<file path="src/rtl/if_id_fetch_ctrl.sv">
// ---------------------------------------------------------------------------
// if_id_fetch_ctrl
//   This is the fetch-side controller for the 5-stage WISC-SP20 pipeline.
//   It owns the PC register and the IF/ID pipeline register, and it acts on
//   the stall_decode and flush_fetch controls from the hazard unit:
//     - A stall holds the PC and IF/ID.
//     - A flush redirects the PC and injects NOP bubbles into IF/ID.
//     - A HALT instruction freezes fetch until a flush or a reset.
//   It also keeps a saturating count of stalled cycles for performance debug.
//
// Parameters
//   RESET_PC      PC value loaded on reset.
//   FLUSH_CYCLES  Bubbles injected per flush (>=1). 1 means the redirect cycle only.
//   NOP_INSTR     Encoding placed in IF/ID when a bubble is injected.
//
// Ports
//   clk           in   1   clock; all state changes on the rising edge
//   rst           in   1   synchronous, active-high reset
//   instr_in      in   16  instruction read from imem at pc_out (same cycle)
//   stall_decode  in   1   hold PC and IF/ID this cycle
//   flush_fetch   in   1   squash IF/ID and load the PC from pc_redirect
//   pc_redirect   in   16  branch/jump target, used only while flush_fetch=1
//   pc_out        out  16  current fetch address to imem
//   instr_IF_ID   out  16  registered instruction to decode
//   pc2_IF_ID     out  16  registered PC+2 of that instruction
//   valid_IF_ID   out  1   IF/ID holds a real (non-bubble) instruction
//   halted        out  1   fetch is frozen after a HALT was latched
//   stall_count   out  16  saturating count of stalled cycles
//
// All outputs come straight from registers. No input reaches an output
// through combinational logic.
// ---------------------------------------------------------------------------
module if_id_fetch_ctrl #(
    parameter logic [15:0] RESET_PC     = 16'h0000,
    parameter int unsigned FLUSH_CYCLES = 1,
    parameter logic [15:0] NOP_INSTR    = 16'h0800
) (
    input  logic        clk,
    input  logic        rst,
    input  logic [15:0] instr_in,
    input  logic        stall_decode,
    input  logic        flush_fetch,
    input  logic [15:0] pc_redirect,
    output logic [15:0] pc_out,
    output logic [15:0] instr_IF_ID,
    output logic [15:0] pc2_IF_ID,
    output logic        valid_IF_ID,
    output logic        halted,
    output logic [15:0] stall_count
);

    // flush_cnt only has to hold FLUSH_CYCLES-1. Keep at least one bit so the
    // single-bubble build still has a legal vector.
    localparam int CNT_W = (FLUSH_CYCLES > 1) ? $clog2(FLUSH_CYCLES) : 1;
    localparam logic [CNT_W-1:0] CNT_RELOAD = CNT_W'(FLUSH_CYCLES - 1);

    typedef enum logic [1:0] {
        ST_RUN    = 2'd0,
        ST_FLUSH  = 2'd1,
        ST_HALTED = 2'd2
    } state_t;

    state_t           r_state;
    logic [CNT_W-1:0] r_flush_cnt;
    logic [15:0]      r_pc;
    logic [15:0]      r_instr;
    logic [15:0]      r_pc2;
    logic             r_valid;
    logic             r_halted;
    logic [15:0]      r_stall_count;

    state_t           w_state_next;
    logic [CNT_W-1:0] w_flush_cnt_next;
    logic [15:0]      w_pc_next;
    logic [15:0]      w_instr_next;
    logic [15:0]      w_pc2_next;
    logic             w_valid_next;
    logic             w_halted_next;
    logic [15:0]      w_stall_count_next;

    logic [15:0]      w_pc_plus2;
    logic             w_is_halt;

    // This add wraps naturally: 16'hFFFE + 2 gives 16'h0000.
    assign w_pc_plus2 = r_pc + 16'd2;
    // A HALT is any instruction whose opcode field [15:11] is all zeros.
    assign w_is_halt  = (instr_in[15:11] == 5'b00000);

    // -----------------------------------------------------------------------
    // Next-state logic.
    // The priority is flush > stall > normal per-state behaviour.
    // Reset is handled in the register process.
    // -----------------------------------------------------------------------
    always_comb begin
        w_state_next       = r_state;
        w_flush_cnt_next   = r_flush_cnt;
        w_pc_next          = r_pc;
        w_instr_next       = r_instr;
        w_pc2_next         = r_pc2;
        w_valid_next       = r_valid;
        w_halted_next      = r_halted;
        w_stall_count_next = r_stall_count;

        if (flush_fetch) begin
            // The redirect cycle is itself the first bubble.
            w_pc_next     = pc_redirect;
            w_instr_next  = NOP_INSTR;
            w_valid_next  = 1'b0;
            w_halted_next = 1'b0;
            if (FLUSH_CYCLES > 1) begin
                w_state_next     = ST_FLUSH;
                w_flush_cnt_next = CNT_RELOAD;
            end else begin
                w_state_next     = ST_RUN;
                w_flush_cnt_next = '0;
            end
        end else if (stall_decode && (r_state != ST_HALTED)) begin
            // Everything holds, including any bubble countdown in progress.
            if (r_stall_count != 16'hFFFF) begin
                w_stall_count_next = r_stall_count + 16'd1;
            end
        end else begin
            case (r_state)
                ST_RUN: begin
                    w_instr_next = instr_in;
                    w_pc2_next   = w_pc_plus2;
                    w_valid_next = 1'b1;
                    if (w_is_halt) begin
                        // The HALT itself moves on to decode.
                        // The PC parks on its address.
                        w_halted_next = 1'b1;
                        w_state_next  = ST_HALTED;
                    end else begin
                        w_pc_next = w_pc_plus2;
                    end
                end
                ST_FLUSH: begin
                    w_instr_next = NOP_INSTR;
                    w_valid_next = 1'b0;
                    if (r_flush_cnt <= CNT_W'(1)) begin
                        w_state_next     = ST_RUN;
                        w_flush_cnt_next = '0;
                    end else begin
                        w_flush_cnt_next = r_flush_cnt - CNT_W'(1);
                    end
                end
                ST_HALTED: begin
                    // Frozen. Only a flush or a reset can leave this state.
                end
                default: begin
                    w_state_next = ST_RUN;
                end
            endcase
        end
    end

    // -----------------------------------------------------------------------
    // State register
    // -----------------------------------------------------------------------
    always_ff @(posedge clk) begin
        if (rst) begin
            r_state       <= ST_RUN;
            r_flush_cnt   <= '0;
            r_pc          <= RESET_PC;
            r_instr       <= NOP_INSTR;
            r_pc2         <= 16'h0000;
            r_valid       <= 1'b0;
            r_halted      <= 1'b0;
            r_stall_count <= 16'h0000;
        end else begin
            r_state       <= w_state_next;
            r_flush_cnt   <= w_flush_cnt_next;
            r_pc          <= w_pc_next;
            r_instr       <= w_instr_next;
            r_pc2         <= w_pc2_next;
            r_valid       <= w_valid_next;
            r_halted      <= w_halted_next;
            r_stall_count <= w_stall_count_next;
        end
    end

    assign pc_out      = r_pc;
    assign instr_IF_ID = r_instr;
    assign pc2_IF_ID   = r_pc2;
    assign valid_IF_ID = r_valid;
    assign halted      = r_halted;
    assign stall_count = r_stall_count;

endmodule

</file>
<file path="config.mk">
export PLATFORM = sky130hd
export DESIGN_NAME = if_id_fetch_ctrl
export DESIGN_NICKNAME = d
export VERILOG_FILES = /design/src/rtl/if_id_fetch_ctrl.sv
export SDC_FILE = /design/constraint.sdc
export NUM_CORES = 1
export LEC_CHECK = 0
export CAP_MARGIN = 20
export CORE_MARGIN = 2
export CORE_UTILIZATION = 50
export DETAILED_ROUTE_END_ITERATION = 7
export PLACE_DENSITY = 0.86
export SLEW_MARGIN = 20
export SYNTH_ARGS = -nofsm -noshare
export SYNTH_HDL_FRONTEND = slang
export SYNTH_SLANG_ARGS = --single-unit
</file>
<file path="constraint.sdc">
create_clock -name clk -period 4.3 [get_ports clk]
set_input_delay 0.86 -clock clk [delete_from_list [all_inputs] [get_ports clk]]
set_output_delay 0.86 -clock clk [all_outputs]
set_load 0.02 [all_outputs]
</file>
; Yosys cells after proc, flatten, opt, wreduce, memory -nomap -nowiden
; Cells that the tools add are included.
[totals]
elab_cells = 46
reg_bits = 69
input_bits = 36
out_inout_bits = 66
[op_classes]
eq_ne = 8
bitwise_logic = 3
magnitude_cmp = 1
mux = 10
n_addsub = 3
reduce_logical = 13
[ops]
columns = op, count
row1 = two-way mux 16 bit, 4
row2 = one-hot mux 16 bit (2 select lines), 1
row3 = "adder 16 x 1 -> 16 bit, second input constant", 1
row4 = "adder 16 x 2 -> 16 bit, second input constant", 1
row5 = "inequality test 16 bit, second input constant", 1
row6 = AND reduction 3 bit, 4
row7 = "inequality test 2 bit, second input constant", 5
row8 = one-hot mux 2 bit (3 select lines), 1
row9 = logical NOT 5 bit, 1
row10 = two-way mux 2 bit, 2
row11 = AND reduction 2 bit, 2
row12 = AND reduction 4 bit, 1
row13 = nonzero test 2 bit, 2
row14 = NOT 1 bit, 3
row15 = "== test 2 x 1 -> 1 bit, second input constant", 1
row16 = "== test 2 bit, second input constant", 1
row17 = logical NOT 2 bit, 1
row18 = one-hot mux 1 bit (2 select lines), 1
row19 = OR reduction 2 bit, 1
row20 = "less-or-equal comparator 1 bit, second input constant", 1
row21 = logical AND 1 bit, 1
row22 = two-way mux 1 bit, 1
row23 = "subtractor 1 bit, second input constant", 1

; Depth between registers and ports, before layout
[logic_depth]
word_depth = 5
mapped_depth = 6
mapped_depth_nobuf = 5

; Worst setup path after synthesis
; No wires, ideal clock.
[synth_path]
kind = input to register
from = input instr_in[13]
to = register r_pc[6] (netlist: pc_out[6])
t_required_ns = 4.209
path_stages = 5
n_path_buf = 1
setup_slack_ns = 2.037
t_arrival_ns = 2.172
setup_time_ns = 0.091
path_cell_list = or4_1 -> o21ai_2 -> buf_2 -> o21ai_0 -> a311oi_1
[synth_between]
elab_chain_len = 3
[synth_lines]
columns = element, line_no
row1 = from (decl), 40  ; input logic [15:0] instr_in,
row2 = logical NOT 5 bit, 87  ; assign w_is_halt = (instr_in[15:11] == 5'b00000);
row3 = inequality test 2 bit (no line), -
row4 = AND reduction 3 bit (no line), -
row5 = to (signal assigned), 173  ; r_pc <= w_pc_next;
row6 = to (decl), 65  ; logic [15:0] r_pc;
; Every way passes these cells.
; A chain may end at the register's enable or synchronous reset.

; Final worst setup path
[layout_path]
from = input stall_decode
to = register r_pc[13] (netlist: pc_out[13])
[layout_between]
elab_chain_len = 3
[layout_lines]
columns = element, line_no
row1 = from (decl), 41  ; input logic stall_decode,
row2 = logical AND 1 bit, 117  ; end else if (stall_decode && (r_state != ST_HALTED)) begin
row3 = inequality test 2 bit (no line), -
row4 = AND reduction 3 bit (no line), -
; Every way passes these cells.

==> impl_metrics.env <==
export IMPL_initial_core_util_pct=52.13
export IMPL_cp_arrival_ns=3.04
export IMPL_antennaDiodeCount=0
export IMPL_async_reset_ff_share_pct=0
export IMPL_synth_area_top_cells="dfxtp_1 43%, nand2_1 5.9%, nor2_1 5.3%, a211oi_1 4.8%, a21oi_1 3.8%"
export IMPL_clkTransAtPathRegs_ns=0.07
export IMPL_cts_tree="yes"
export IMPL_crit_required_ns=4.52
export IMPL_hold_viol=0
export IMPL_ys_flop_type="dfxtp_1"
export IMPL_num_nets_final=503
export IMPL_timing_worst_setup_path_type="input pin to flop"
export IMPL_whs_path_depth=2
export IMPL_grt_usage_pct=25.22
export IMPL_syn_inst=375
export IMPL_ff2ff_setup_slack_ns=2.08
export IMPL_gp_congestion=0.8416
export IMPL_via_per_inst=5.879
export IMPL_yosys_cell_count_top_type="dfxtp_1"
export IMPL_relSlewSlack_pct=37.62
export IMPL_drtPass1Iterations=4
export IMPL_ys_ff_latch=67
export IMPL_p_comb_share_pct=13.9
export IMPL_dp_hpwl_um=5930
export IMPL_status="completed"
export IMPL_ant_nets=0
export IMPL_cts_resized=0
export IMPL_drt_wl_total_um=8762
export IMPL_fin_crit_ns=2.819
export IMPL_rsz0062_at_grt="false"
export IMPL_cts_setup_buffers=0
export IMPL_synth_largest_area_cell="dfxtp_1"
export IMPL_drtIter0Drc=283
export IMPL_drive_above_1_share_pct=6.809
export IMPL_drcViolationCount=0
export IMPL_numCtsBuffers=9
export IMPL_clock_sinks=67
export IMPL_hold_class="flop to flop"
export IMPL_synth_top_area_share_pct=42.95
export IMPL_synth_nets=413
export IMPL_io_pins=102
export IMPL_synth_common_cells="67 x dfxtp_1, 49 x nand2_1, 44 x nor2_1"
export IMPL_p_seq_share_pct=44.6
export IMPL_yosysWarnings=0
export IMPL_area_delta_synth_final_pct=40.66
export IMPL_power_density_nw_per_um2=345.8
export IMPL_grt_max_degree=56
export IMPL_dp_cells=529
export IMPL_cp_end_kind="flop"
export IMPL_clk_insertion_delay_late_ns=0.35
export IMPL_place_ws_ns=1.122
export IMPL_cts_path_max_buffers=2
export IMPL_start_kind="input pin"
export IMPL_ys_seq_area_share_pct=42.95
export IMPL_hold_buffers=0
export IMPL_synth_xor_area_share_pct=3.365
export IMPL_overflow=0
export IMPL_synthMuxAreaShare_pct=2.444
export IMPL_synth_top_family_by_area="simple AND/OR/NAND/NOR gates"
export IMPL_rr_worst_depth=4
export IMPL_crit_end="pc_out[13]$_SDFFE_PP0P_"
export IMPL_cp_max_fo=20
export IMPL_rows=28
export IMPL_die_x_um=83.03
export IMPL_dieArea_um2=6894
export IMPL_critPathLaunch="stall_decode"
export IMPL_grt_pass1_vias=3068
export IMPL_worst_pin_slew_ns=0.9357
export IMPL_ys_types=42
export IMPL_root_buffer="clkbuf_8"
export IMPL_switching_share_pct=24.90
export IMPL_r2r_end="pc_out[12]$_SDFFE_PP0P_"
export IMPL_numPortBuffers=101
export IMPL_cts_htree_levels=3
export IMPL_maxCapViolations=0
export IMPL_wl_per_cell_um=16.08
export IMPL_synth_edf_count=0
export IMPL_setup_viol=0
export IMPL_vias=3204
export IMPL_peakVddDrop_v=0.0002127
export IMPL_min_period_over_period_pct=65.56
export IMPL_grt_pass1_wl_um=14590
export IMPL_p_switching_uw=378.2
export IMPL_antenna_found_initial=0
export IMPL_clock_fmax_mhz=354.7
export IMPL_pwr_share_clk_pct=41.5
export IMPL_stdcell_count=545
export IMPL_synth_simple_area_share_pct=26.04
export IMPL_core_area_um2=5991
export IMPL_fin_setup_tns_ns=0
export IMPL_netlist_area_um2=3123
export IMPL_synthAdderAreaFrac_pct=0.8013
export IMPL_drv_slew=0
export IMPL_synth_compound_area_share_pct=20.07
export IMPL_rr_startpoint="pc_out[5]$_SDFFE_PP0P_"
export IMPL_synth_avg_cell_area_um2=8.328
export IMPL_setup_ws_ns=1.481
export IMPL_final_util_pct=73.33
export IMPL_p_int_mw=1.141
export IMPL_fin_worst_skew_ns=0.008881
export IMPL_die_y_um=83.03
export IMPL_leakagePower_nw=1.468
-- worst min path at each step --
stage                           startpoint                     endpoint  slack, ns
2_1_floorplan       pc_out[0]$_SDFFE_PP0P_    pc2_IF_ID[0]$_SDFFE_PP0P_       0.44
3_3_place_gp   instr_IF_ID[4]$_SDFFE_PP0P_  instr_IF_ID[4]$_SDFFE_PP0P_       0.44
3_5_place_dp   instr_IF_ID[6]$_SDFFE_PP0P_  instr_IF_ID[6]$_SDFFE_PP0P_       0.45
4_1_cts        instr_IF_ID[6]$_SDFFE_PP0P_  instr_IF_ID[6]$_SDFFE_PP0P_       0.46
5_1_grt        instr_IF_ID[6]$_SDFFE_PP0P_  instr_IF_ID[6]$_SDFFE_PP0P_       0.47
6_report       instr_IF_ID[6]$_SDFFE_PP0P_  instr_IF_ID[6]$_SDFFE_PP0P_       0.46
-- cell families (layout without fill, tap and decap cells) --
kind of cell / after synthesis / after routing
buf+inv: 34 / 129
compound gates: 90 / 90
flops: 67 / 67
simple gates: 163 / 163
fa+ha+maj: 2 / 2
xor+xnor: 12 / 12
mux: 7 / 7
-- per-layer routing --
metal	global-route usage (%)	wire, um	up-vias
met2	40.40	4179	133
li1	-	-	1556
met5	0	0	-
met1	32.71	3893	1499
met3	5.567	548	16
met4	10.88	140	0
-- per-stage QoR --
stage	power (mW)	hold WS [ns]	cell area, um^2
CTS	1.524	0.4553	4393
global placement	0.8949	0.4417	4146
global route	1.572	0.4699	4393
detailed placement	0.9003	0.4455	4146
finish	1.519	0.4592	4393
floorplan	0.7927	0.4446	3123
-- state kept, by name, indices dropped and copies added (netlist names) --
signal / count
pc_out: 16
halted: 1
instr_IF_ID: 16
r_state: 1
valid_IF_ID: 1
pc2_IF_ID: 16
stall_count: 16
-- power groups by stage --
stage	logic, mW	clock network (mW)	registers (mW)
4_1_cts	0.211	0.635	0.677
2_1_floorplan	0.0777	0	0.715
6_report	0.211	0.630	0.678
3_5_place_dp	0.210	0	0.691
5_1_grt	0.227	0.664	0.682
3_3_place_gp	0.205	0	0.690
-- critical path: stages --
cell,delay [ns]
clkdlybuf4s50_1,0.47
or2_2,0.46
a21oi_1,0.69
a211oi_1,0.17
a2111oi_0,0.37
-- placed cells by master (no fill, tap or decap), types with 2 or more instances in the layout --
master           instances
mux2_2                   5
nand2_1                 49
ha_1                     2
clkbuf_8                13
and4_1                   7
or4_1                   12
nand3b_1                 2
a311oi_1                12
nor2b_1                  4
and3_1                   3
clkdlybuf4s50_1        100
o21ai_0                  6
or2_2                    2
nor4_1                   6
a31oi_1                  4
o21bai_1                 2
o41ai_1                  2
o21ba_2                  2
bufinv_16                2
nand2b_1                 2
xnor2_1                 11
nor3_1                   7
buf_4                    3
nor2_1                  43
or3_1                    4
dfxtp_1                 67
a21oi_1                 24
inv_1                    9
nand4_1                  9
a211oi_1                20
nand3_1                  8
o31ai_1                 10
a2111oi_0                5
mux2i_1                  2
-- final cells by class --
type / instances / area [um^2]
Multi-Input combinational cell: 274 / 1649
Fill cell: 445 / 1598
Sequential cell: 67 / 1341
Timing Repair Buffer: 104 / 1028
Clock buffer: 13 / 178.9
Tap cell: 75 / 93.84
Clock inverter: 3 / 67.56
Inverter: 9 / 33.78
(Power assumes the default switching activity.)
